[src/rtl/imem_boot_loader.sv]
// imem_boot_loader: streams a program image into instruction memory over a
// valid/ready stream, then holds the core in reset RESET_HOLD more cycles
// before releasing it.
// Optional feature macro: BOOT_CHECKSUM_EN. When it is defined, one trailer
// word follows the image and must equal the mod-2^DATA_WIDTH sum of the image.
// A mismatch parks the loader in ERROR with the core held.
module imem_boot_loader #(
  parameter int ADDR_WIDTH = 10,
  parameter int DATA_WIDTH = 32,
  parameter int RESET_HOLD = 4
) (
  input  logic                  clk,
  input  logic                  reset,
  input  logic                  start,
  input  logic [ADDR_WIDTH:0]   word_count,
  input  logic                  in_valid,
  input  logic [DATA_WIDTH-1:0] in_data,
  output logic                  in_ready,
  output logic                  imem_we,
  output logic [ADDR_WIDTH-1:0] imem_addr,
  output logic [DATA_WIDTH-1:0] imem_wdata,
  output logic                  cpu_reset,
  output logic                  busy,
  output logic                  done,
  output logic                  error
);

  localparam logic [2:0] S_IDLE  = 3'd0;
  localparam logic [2:0] S_LOAD  = 3'd1;
  localparam logic [2:0] S_HOLD  = 3'd3;
  localparam logic [2:0] S_RUN   = 3'd4;
`ifdef BOOT_CHECKSUM_EN
  localparam logic [2:0] S_CHECK = 3'd2;
  localparam logic [2:0] S_ERROR = 3'd5;
`endif

  // Down-counter loaded with RESET_HOLD-1 so HOLD lasts exactly RESET_HOLD cycles.
  localparam int                    HOLD_W    = (RESET_HOLD > 1) ? $clog2(RESET_HOLD) : 1;
  localparam logic [HOLD_W-1:0]     HOLD_INIT = HOLD_W'(RESET_HOLD - 1);
  localparam logic [ADDR_WIDTH:0]   DEPTH     = {1'b1, {ADDR_WIDTH{1'b0}}};

  logic [2:0]            r_state;
  logic [HOLD_W-1:0]     r_hold;
  logic [ADDR_WIDTH:0]   r_count;
  logic [ADDR_WIDTH:0]   r_target;
  logic                  r_we;
  logic [ADDR_WIDTH-1:0] r_addr;
  logic [DATA_WIDTH-1:0] r_wdata;

  logic                  w_start_ok;
  logic                  w_load_beat;
  logic                  w_last_beat;
  logic [ADDR_WIDTH:0]   w_count_inc;
  logic [ADDR_WIDTH:0]   w_target;
  logic [2:0]            w_start_state;

  assign w_count_inc   = r_count + 1'b1;
  assign w_last_beat   = (w_count_inc == r_target);
  assign w_load_beat   = in_valid & (r_state == S_LOAD);
  // Oversized requests are clamped to the memory depth so the address never wraps.
  assign w_target      = (word_count > DEPTH) ? DEPTH : word_count;
  // An empty image skips straight to the reset-hold phase.
  assign w_start_state = (word_count == '0) ? S_HOLD : S_LOAD;

  // Output decode and start acceptance, all derived from the registered state.
  always_comb begin
    w_start_ok = start & ((r_state == S_IDLE) | (r_state == S_RUN));
    in_ready   = (r_state == S_LOAD);
    busy       = (r_state == S_LOAD) | (r_state == S_HOLD);
    error      = 1'b0;
`ifdef BOOT_CHECKSUM_EN
    w_start_ok = start & ((r_state == S_IDLE) | (r_state == S_RUN) | (r_state == S_ERROR));
    in_ready   = (r_state == S_LOAD) | (r_state == S_CHECK);
    busy       = (r_state == S_LOAD) | (r_state == S_CHECK) | (r_state == S_HOLD);
    error      = (r_state == S_ERROR);
`endif
    cpu_reset  = (r_state != S_RUN);
    done       = (r_state == S_RUN);
  end

  assign imem_we    = r_we;
  assign imem_addr  = r_addr;
  assign imem_wdata = r_wdata;

  // Write port and word counter: one registered write per accepted image word.
  always_ff @(posedge clk) begin
    if (reset) begin
      r_we     <= 1'b0;
      r_addr   <= '0;
      r_wdata  <= '0;
      r_count  <= '0;
      r_target <= '0;
    end else begin
      r_we <= w_load_beat;
      if (w_start_ok) begin
        r_count  <= '0;
        r_target <= w_target;
      end else if (w_load_beat) begin
        r_addr  <= r_count[ADDR_WIDTH-1:0];
        r_wdata <= in_data;
        r_count <= w_count_inc;
      end
    end
  end

`ifdef BOOT_CHECKSUM_EN
  logic [DATA_WIDTH-1:0] r_sum;

  // Running sum of image words; the trailer is compared against it in CHECK.
  always_ff @(posedge clk) begin
    if (reset) begin
      r_sum <= '0;
    end else if (w_start_ok) begin
      r_sum <= '0;
    end else if (w_load_beat) begin
      r_sum <= r_sum + in_data;
    end
  end
`endif

  // Load sequencing: IDLE/RUN/ERROR accept start, LOAD counts beats, HOLD times the release.
  always_ff @(posedge clk) begin
    if (reset) begin
      r_state <= S_IDLE;
      r_hold  <= '0;
    end else begin
      case (r_state)
        S_IDLE, S_RUN: begin
          if (w_start_ok) begin
            r_state <= w_start_state;
            r_hold  <= HOLD_INIT;
          end
        end
        S_LOAD: begin
          if (w_load_beat && w_last_beat) begin
`ifdef BOOT_CHECKSUM_EN
            r_state <= S_CHECK;
`else
            r_state <= S_HOLD;
`endif
            r_hold  <= HOLD_INIT;
          end
        end
`ifdef BOOT_CHECKSUM_EN
        S_CHECK: begin
          if (in_valid) begin
            r_state <= (in_data == r_sum) ? S_HOLD : S_ERROR;
            r_hold  <= HOLD_INIT;
          end
        end
        S_ERROR: begin
          if (w_start_ok) begin
            r_state <= w_start_state;
            r_hold  <= HOLD_INIT;
          end
        end
`endif
        S_HOLD: begin
          if (r_hold == '0) begin
            r_state <= S_RUN;
          end else begin
            r_hold <= r_hold - 1'b1;
          end
        end
        default: r_state <= S_IDLE;
      endcase
    end
  end

endmodule

[config.mk]
export PLATFORM = sky130hd
export DESIGN_NAME = imem_boot_loader
export DESIGN_NICKNAME = d
export VERILOG_FILES = /design/src/rtl/imem_boot_loader.sv
export SDC_FILE = /design/constraint.sdc
export NUM_CORES = 1
export LEC_CHECK = 0
export ABC_AREA = 1
export CAP_MARGIN = 20
export CORE_UTILIZATION = 40
export DETAILED_ROUTE_END_ITERATION = 8
export GPL_ROUTABILITY_DRIVEN = 0
export PLACE_DENSITY_LB_ADDON = 0.15
export SYNTH_ARGS = -nofsm -noshare
export SYNTH_HDL_FRONTEND = slang
export SYNTH_SLANG_ARGS = --single-unit
[constraint.sdc]
create_clock -name clk -period 2.7 [get_ports clk]
set_clock_uncertainty 0.15 [all_clocks]
set_input_delay 0.675 -clock clk [delete_from_list [all_inputs] [get_ports clk]]
set_output_delay 0.675 -clock clk [all_outputs]
set_load 0.02 [all_outputs]
## Word level (Yosys, flattened, before mapping)

Cells that the tools add are included.
Widths: inputs -> output; s select.

- Output and inout bits: 48
- Flip-flop bits (word level): 70
- Word-level logic and storage cells: 44

- Muxes and demuxes: 10
- $lt $le $gt $ge: 1
- Reduce and logical (&&, ||, !) cells: 10
- Equal/unequal tests: 9
- Bitwise gates (word level): 5
- $add $sub $neg: 2

Operator list:

| operator | number |
|---|---|
| $add 11x1->11 const B | 1 |
| $eq 11x11->1 | 1 |
| $gt 11x11->1 const B | 1 |
| $logic_not 11->1 | 1 |
| $mux 11 | 1 |
| $mux 3 | 3 |
| $pmux 3 s3 | 1 |
| $mux 2 | 4 |
| $pmux 2 s3 | 1 |
| $ne 2x1->1 const B | 2 |
| $ne 2x2->1 const B | 2 |
| $reduce_and 4->1 | 1 |
| $reduce_or 2->1 | 2 |
| $eq 3x1->1 const B | 1 |
| $eq 3x2->1 const B | 1 |
| $eq 3x3->1 const B | 1 |
| $logic_not 3->1 | 1 |
| $ne 3x3->1 const B | 1 |
| $reduce_and 3->1 | 1 |
| $reduce_bool 3->1 | 1 |
| $and 1x1->1 | 2 |
| $logic_not 2->1 | 1 |
| $or 1x1->1 | 2 |
| $reduce_and 2->1 | 1 |
| other kinds (3) | 3 |

## Logic depth before layout (Yosys ltp)

- Word-level depth: 5
- Gate-level depth with buffers: 15
- Gate-level depth less buffers: 15

## Worst setup path after synthesis

No wires, ideal clock.

- Path type: input to register
- Start point: input port in_valid
- End point: register r_state[1]
- Library setup time: 0.117 ns
- Buffers on the path: 0
- Cell stages on the path: 11
- Slack: 0.804 ns
- Arrival time: 1.630 ns
- Cells stage by stage: inv_1 > nor2_1 > nand2_1 > nor2_1 > nand3_1 > nor3_2 > nand3_1 > nand2_2 > nand2_1 > nor3_1 > nor2_1

- Longest elaborated chain between the ends: 4

RTL lines:

| item | line | RTL |
|---|---|---|
| start: declaration | 16 | `input logic in_valid,` |
| $and 1x1->1 | 59 | `assign w_load_beat = in_valid & (r_state == S_LOAD);` |
| $logic_and 1x1->1 | 135 | `if (w_load_beat && w_last_beat) begin` |
| $ne 2x1->1 (no line) | n/a |  |
| $reduce_and 3->1 (no line) | n/a |  |
| end signal: assignment | 130 | `r_state <= w_start_state;` |
| end: declaration | 42 | `logic [2:0] r_state;` |

No other way between the ends.
A chain may end at the register's enable or synchronous reset.

## Final worst setup path

- Start point: register r_state[1]
- End point: output port done

- Longest elaborated chain between the ends: 1

RTL lines:

| item | line | RTL |
|---|---|---|
| $eq 3x3->1 | 78 | `done = (r_state == S_RUN);` |
| end: declaration | 24 | `output logic done,` |

No other way between the ends.

==> flow_summary_export.csv <==
group,metric,value,unit
route,drt-total-wl,7720,µm
min_path,min_path_type,"register to register",
floorplanning,die_area,0.00792,mm²
sta,fin_ws,0.205,ns
clocking,htree_num_levels,3,
clocking,clkTransAtPathRegs,0.08,ns
synthesis,ys_seq_area_share,46.3,%
sta,worst_slew_pin_slew,0.534,ns
sta,rsz0062_at_grt,"false",
clocking,cts-hold-fix-buffers,0,
route,ant_nets,0,
synthesis,yosysUniqueCellTypes,28,
pwr,power.total,3060,µW
layout,antennaDiodeCount,0,
critical_path,worst_ep_required_time,1.88,ns
floorplanning,num_rows,31,
placement,dp_slack,0.183,ns
global_routing,grtUsageTotal,21.4,%
floorplanning,ioPinCount,95,
clocking,cts_made_buffers,9,
clocking,clock-sinks,70,
global_routing,overflow,0,
synthesis,syn_avg_cell_area,7.05,µm²
route,drtPass1Iterations,4,
sta,setup_tns,0,ns
critical_path,worstPathArrival,1.67,ns
layout,drive_gt1_share,6.48,%
global_routing,grtUsageMet1,24.8,%
critical_path,timing_worst_setup_path_type,"register to output port",
global_routing,grt_util_met2,38.1,%
critical_path,critPathMaxFanout,4,
pwr,internal-power,2010,µW
synthesis,yosys_warnings,0,
global_routing,grt_use_met3,5.72,%
pwr,p_comb_share,30.1,%
clocking,cts_tree,"built",
sta,fin_crit_sh,92.4,%
placement,port_buffers,93,
route,wire_per_inst,12.4,µm
layout,fill_cells,722,
clocking,cts.repair.resized,0,
layout,syn2layout_area_growth,41.2,%
pwr,swShare,34.1,%
route,drtIter0Drc,137,
clocking,root_buffer,"clkbuf_8",
placement,dp_hpwl,5530,µm
synthesis,yosys_register_bits,70,
pwr,ir_worst_vdd,369,µV
critical_path,ff2ff_setup_slack,0.54,ns
sta,finalHoldViolations,0,
global_routing,grt_pass1_vias,2977,
pwr,p_clk_share,28.5,%
min_path,hold_start,"r_state[2]",
clocking,clock_path_buffers,2,
floorplanning,die_w,89.0,µm
synthesis,syn_inst,429,
min_path,min_path_cells,2,
pwr,switching_power,1040,µW
global_routing,grt_max_degree,63,
clocking,clkLatencyLatePin,0.34,ns
sta,period_needed,2.50,ns
route,drc,0,
job,maxCapViolCount,0,
pwr,seq_power_share,41.4,%
layout,fin_nets,569,
route,vias_per_cell,4.79,
global_routing,antenna_found_initial,0,
critical_path,critPathLaunchType,"register",
status,outcome,"finished clean",
route,vias,2991,
synthesis,synth_nets,478,
min_path,holdPathEnd,"r_state[2]",
critical_path,setup.worst_path.end_class,"output port",
floorplanning,start_util,41.5,%
synthesis,synth_area,0.00303,mm²
clocking,cts_setup_buffers,0,
critical_path,startpoint,"r_state[1]",
pwr,powerDensity,716,mW/mm²
sta,setup-violations-final,0,
floorplanning,core,0.00729,mm²
global_routing,top_usage_layer,"met2",
sta,finalMaxSlewViolations,0,
sta,max_freq,0.401,GHz
critical_path,reg2reg_from,"r_count[1]",
global_routing,grt_first_pass_wirelength,12900,µm
critical_path,r2r.worst_path.cells,12,
pwr,p_leak,0.00180,µW
floorplanning,die_h,89.0,µm
critical_path,r2r_end,"r_state[1]",
sta,slew_headroom,64.4,%
-- stage by stage --
| step | area (µm²) | cells | hold WS (ns) | utilization, % |
|---|---|---|---|---|
| after CTS | 4270 | 624 | 0.342 | 58.6 |
| after detailed placement | 4070 | 608 | 0.328 | 55.7 |
| after floorplan | 3030 | 429 | 0.296 | - |
| after global placement | 4070 | 608 | 0.331 | 55.7 |
| after global routing | 4270 | 624 | 0.350 | 58.6 |
| final | 4270 | 624 | 0.337 | 58.6 |
-- layout make-up --
cell class,instances,area (µm²),share of cell area [%]
clock inverters,7,82.6,1.93
well taps,99,124,2.90
flip-flops and latches,70,1400,32.8
multi-input cells,285,1350,31.6
clock buffers,9,124,2.90
inverters,56,210,4.92
repair buffers,98,981,23.0
-- cell usage after synthesis --
| cell | instances | area (µm²) |
|---|---|---|
| dfxtp_1 | 70 | 1400 |
| o21ai_0 | 53 | 265 |
| o21ai_1 | 1 | 5.00 |
| nand4_1 | 4 | 25.0 |
| nor2_1 | 89 | 334 |
| nand3_2 | 3 | 30.0 |
| nor4_1 | 2 | 12.5 |
| buf_2 | 1 | 5.00 |
| nor3_2 | 1 | 10.0 |
| o211ai_1 | 4 | 30.0 |
| ha_1 | 2 | 25.0 |
| nor3_1 | 3 | 15.0 |
| a21oi_1 | 18 | 90.1 |
| inv_1 | 55 | 206 |
| nand2_2 | 3 | 18.8 |
| and2_1 | 1 | 6.26 |
| nor2_4 | 3 | 33.8 |
| buf_1 | 1 | 3.75 |
| conb_1 | 1 | 3.75 |
| nand3_1 | 33 | 165 |
| a211oi_1 | 1 | 7.51 |
| o22ai_1 | 6 | 37.5 |
| buf_4 | 1 | 7.51 |
| inv_2 | 1 | 3.75 |
| clkbuf_1 | 15 | 56.3 |
| nand2_1 | 54 | 203 |
| nor2_2 | 1 | 6.26 |
| xor2_1 | 2 | 17.5 |
-- layer usage --
metal	part of all wire, %	routed length (µm)
met1	44	3380
met2	48	3720
met3	6.5	501
met4	1.4	110
met5	0	0
-- logic make-up (layout without fill, tap and decap cells) --
group	after synthesis	in the layout	share of synthesized area, %
other cells	1	1	0.124
flops	70	70	46.3
simple gates	197	197	28.4
xor+xnor	2	2	0.579
compound gates	83	83	14.4
fa+ha+maj	2	2	0.827
buf+inv	74	170	9.35
-- how the worst max path moves through the flow --
stage / end / slack [ns]
floorplan: r_state[1] / 0.80
global placement: r_state[1] / 0.25
detailed placement: r_state[1] / 0.18
CTS: done / 0.19
global route: done / 0.09
finish: done / 0.20
-- placed cells by master, fill, tap and decap left out, drive strengths merged --
cell            n
nor2           93
a211oi          1
nand2          57
o22ai           6
inv            58
ha              2
o211ai          4
bufinv          1
nand4           4
clkbuf          9
dfxtp          70
conb            1
and2            1
clkinv          4
nand3          36
nor3            4
o21ai          54
xor2            2
buf             5
clkdlybuf4s50  93
nor4            2
a21oi          18
-- power groups by stage --
| stage | combinational (µW) | clock [µW] | sequential, µW |
|---|---|---|---|
| after global routing | 1020 | 936 | 1290 |
| final | 919 | 873 | 1270 |
| after floorplan | 404 | 0 | 1400 |
| after CTS | 929 | 896 | 1270 |
| after detailed placement | 924 | 0 | 1290 |
| after global placement | 914 | 0 | 1280 |
-- critical path: stages (launching register included) --
cell	delay [ns]
dfxtp_1	0.35
nor2_1	0.13
inv_1	0.10
nor2_1	0.13
clkdlybuf4s50_1	0.62
-- state kept, by name (all words and copies together), names as in the netlist --
register / flops
imem_wdata: 32
r_count: 11
r_target: 11
imem_addr: 10
r_state: 3
r_hold: 2
imem_we: 1
No activity file was read; power rests on OpenSTA's default activity.
==> patch: new RTL, same settings <==
Build with the macro `BOOT_CHECKSUM_EN` defined.
--- a/src/rtl/imem_boot_loader.sv
+++ b/src/rtl/imem_boot_loader.sv
@@ -4,6 +4,8 @@
 // Optional feature macro: BOOT_CHECKSUM_EN. When it is defined, one trailer
 // word follows the image and must equal the mod-2^DATA_WIDTH sum of the image.
 // A mismatch parks the loader in ERROR with the core held.
+`define BOOT_CHECKSUM_EN
+
 module imem_boot_loader #(
   parameter int ADDR_WIDTH = 10,
   parameter int DATA_WIDTH = 32,
Formal check against the unedited RTL: not equivalent (Yosys sat finds a counterexample within 4 cycles, from zero or initial values and one cycle with reset high).
==> patch against the unedited design <==
Setup slack got worse by 0.10 ns; core utilization fell by 0.90 points; sequential cell count rose by 32; register-to-register slack got worse by 0.07 ns; area after synthesis rose by 110%; final area rose by 110%; global-route usage rose by 1.9 points; clock power rose by 60%; count of clock-buffer cells in the layout did not move; routed wire length rose by 130%; total power rose by 110%; non-clock buffer count rose by 106; highest routed layer unchanged.
==> patch: results (changes against the unedited design) <==
Rel. slew slack - 0.6028 (-0.04107)
Syn nets - 1032 (+120%)
Pleak - 4.013 nW (+120%)
Number of global-route vias before repair - 6270 (+110%)
Die area - 16050 um2 (+100%)
Delay of the slowest critical-path stage - 0.44 ns (-0.18 ns)
Clock root buffer - clkbuf_16
Commonest cells in the netlist - nor2_1, nand2_1, inv_1
Synth area leaders - dfxtp_1, nor2_1, nand2_1, o21ai_0, inv_1
Worst VDD drop - 0.4216 mV (+14%)
Placed Instance Area - 8133 um2 (+100%)
Largest net degree at the start of global routing - 47 (-25%)
Num rows - 45 (+45%)
Post-synthesis sequential area ratio - 0.3284 (-0.1348)
Initial DRC count - 366 (+170%)
Detailed Place HPWL - 13580 um (+150%)
DR vias - 6660 (+120%)
Pre-CTS setup slack - -0.4849 ns (-0.6678 ns)
First-pass GRT wire length - 30040 um (+130%)
Synth Flop Type - dfxtp_1
Synth unique cells - 38 (+36%)
Nets - 1218 (+110%)
Total GRT Usage - 0.2330 (+0.01948)
Outcome - finished, final reports clean
Skew-Pair Late Insertion Delay - 0.36 ns (+0.02 ns)
Fillers - 1499 (+110%)
Port buffer count - 94 (+1.1%)
WL final - 18020 um (+130%)
CP arrival - 2.69 ns (+1.02 ns)
## patch: changes by cell type after synthesis, sizes merged, moves of 11 or more
cell and delta:
nand4 +11, nand2 +105, xor2 +11, nand3 +26, nor2 +106, inv +58, dfxtp +32, o21ai +44
ha +31, a21oi +40
## patch: area by class of cell
class / count / share of cell area
flip-flops and latches: 102 / 0.2329
clock buffers: 9 / 0.02568
clock inverters: 7 / 0.01013
multi-input cells: 706 / 0.4491
inverters: 114 / 0.04880
repair buffers: 204 / 0.2066
well taps: 188 / 0.02683
## patch: metrics by stage
stage	hold slack, ns	setup TNS [ns]	std cells	utilization	power (mW)
3_3_place_gp	0.3019	-8.428	1314	0.5350	4.863
5_1_grt	0.3417	-0.02834	1330	0.5768	6.875
6_report	0.3126	0	1330	0.5768	6.410
3_5_place_dp	0.3024	-8.733	1314	0.5350	4.878
2_1_floorplan	0.2876	0	951	-	3.660
4_1_cts	0.3142	0	1330	0.5568	6.310
## patch: critical path: cells and delay by family
kind	cells	cell delay, ns
AND/OR/NAND/NOR	9	0.80
buffers and inverters	3	0.65
adder cells (fa/ha/maj)	1	0.31
AO/OA/AOI/OAI	2	0.26
## patch: path summary, 6_finish.rpt
path                      from           end  slack [ns]  cells past startpoint
setup reg to reg    r_count[0]    r_state[0]        0.47                     15
setup / recovery    in_data[9]     r_sum[22]        0.10                     15
hold reg to reg   r_target[10]  r_target[10]        0.31                      2
hold / removal    r_target[10]  r_target[10]        0.31                      2
## patch: kinds of logic (layout without fill, tap and decap cells)
| logic type | after synthesis | count (layout) | synth area share |
|---|---|---|---|
| fa+ha+maj | 34 | 34 | 0.06962 |
| buf+inv | 143 | 334 | 0.08974 |
| simple gates | 461 | 461 | 0.3149 |
| compound gates | 191 | 191 | 0.1692 |
| xor+xnor | 20 | 20 | 0.02817 |
| flops | 102 | 102 | 0.3284 |
## patch: metal layers
layer  global-route usage  vias to the layer above  part of all wire
li1                     -                     3489                 -
met1               0.3244                     2997              0.50
met2               0.3672                      158              0.43
met3              0.04682                       16             0.054
met5                    0                        -                 0
met4              0.06092                        0             0.013
## patch: timing repair
item                       in CTS  in global routing
pin swaps                       0                  4
gates cloned                    0                  0
setup endpoints to repair      11                 23
resized for setup               8                 62
## patch: power breakdown
group / switching (mW) / internal (mW) / total [mW]
Clock: 0.652 / 0.744 / 1.40
Combinational: 1.67 / 1.34 / 3.01
Sequential: 0.197 / 1.81 / 2.00
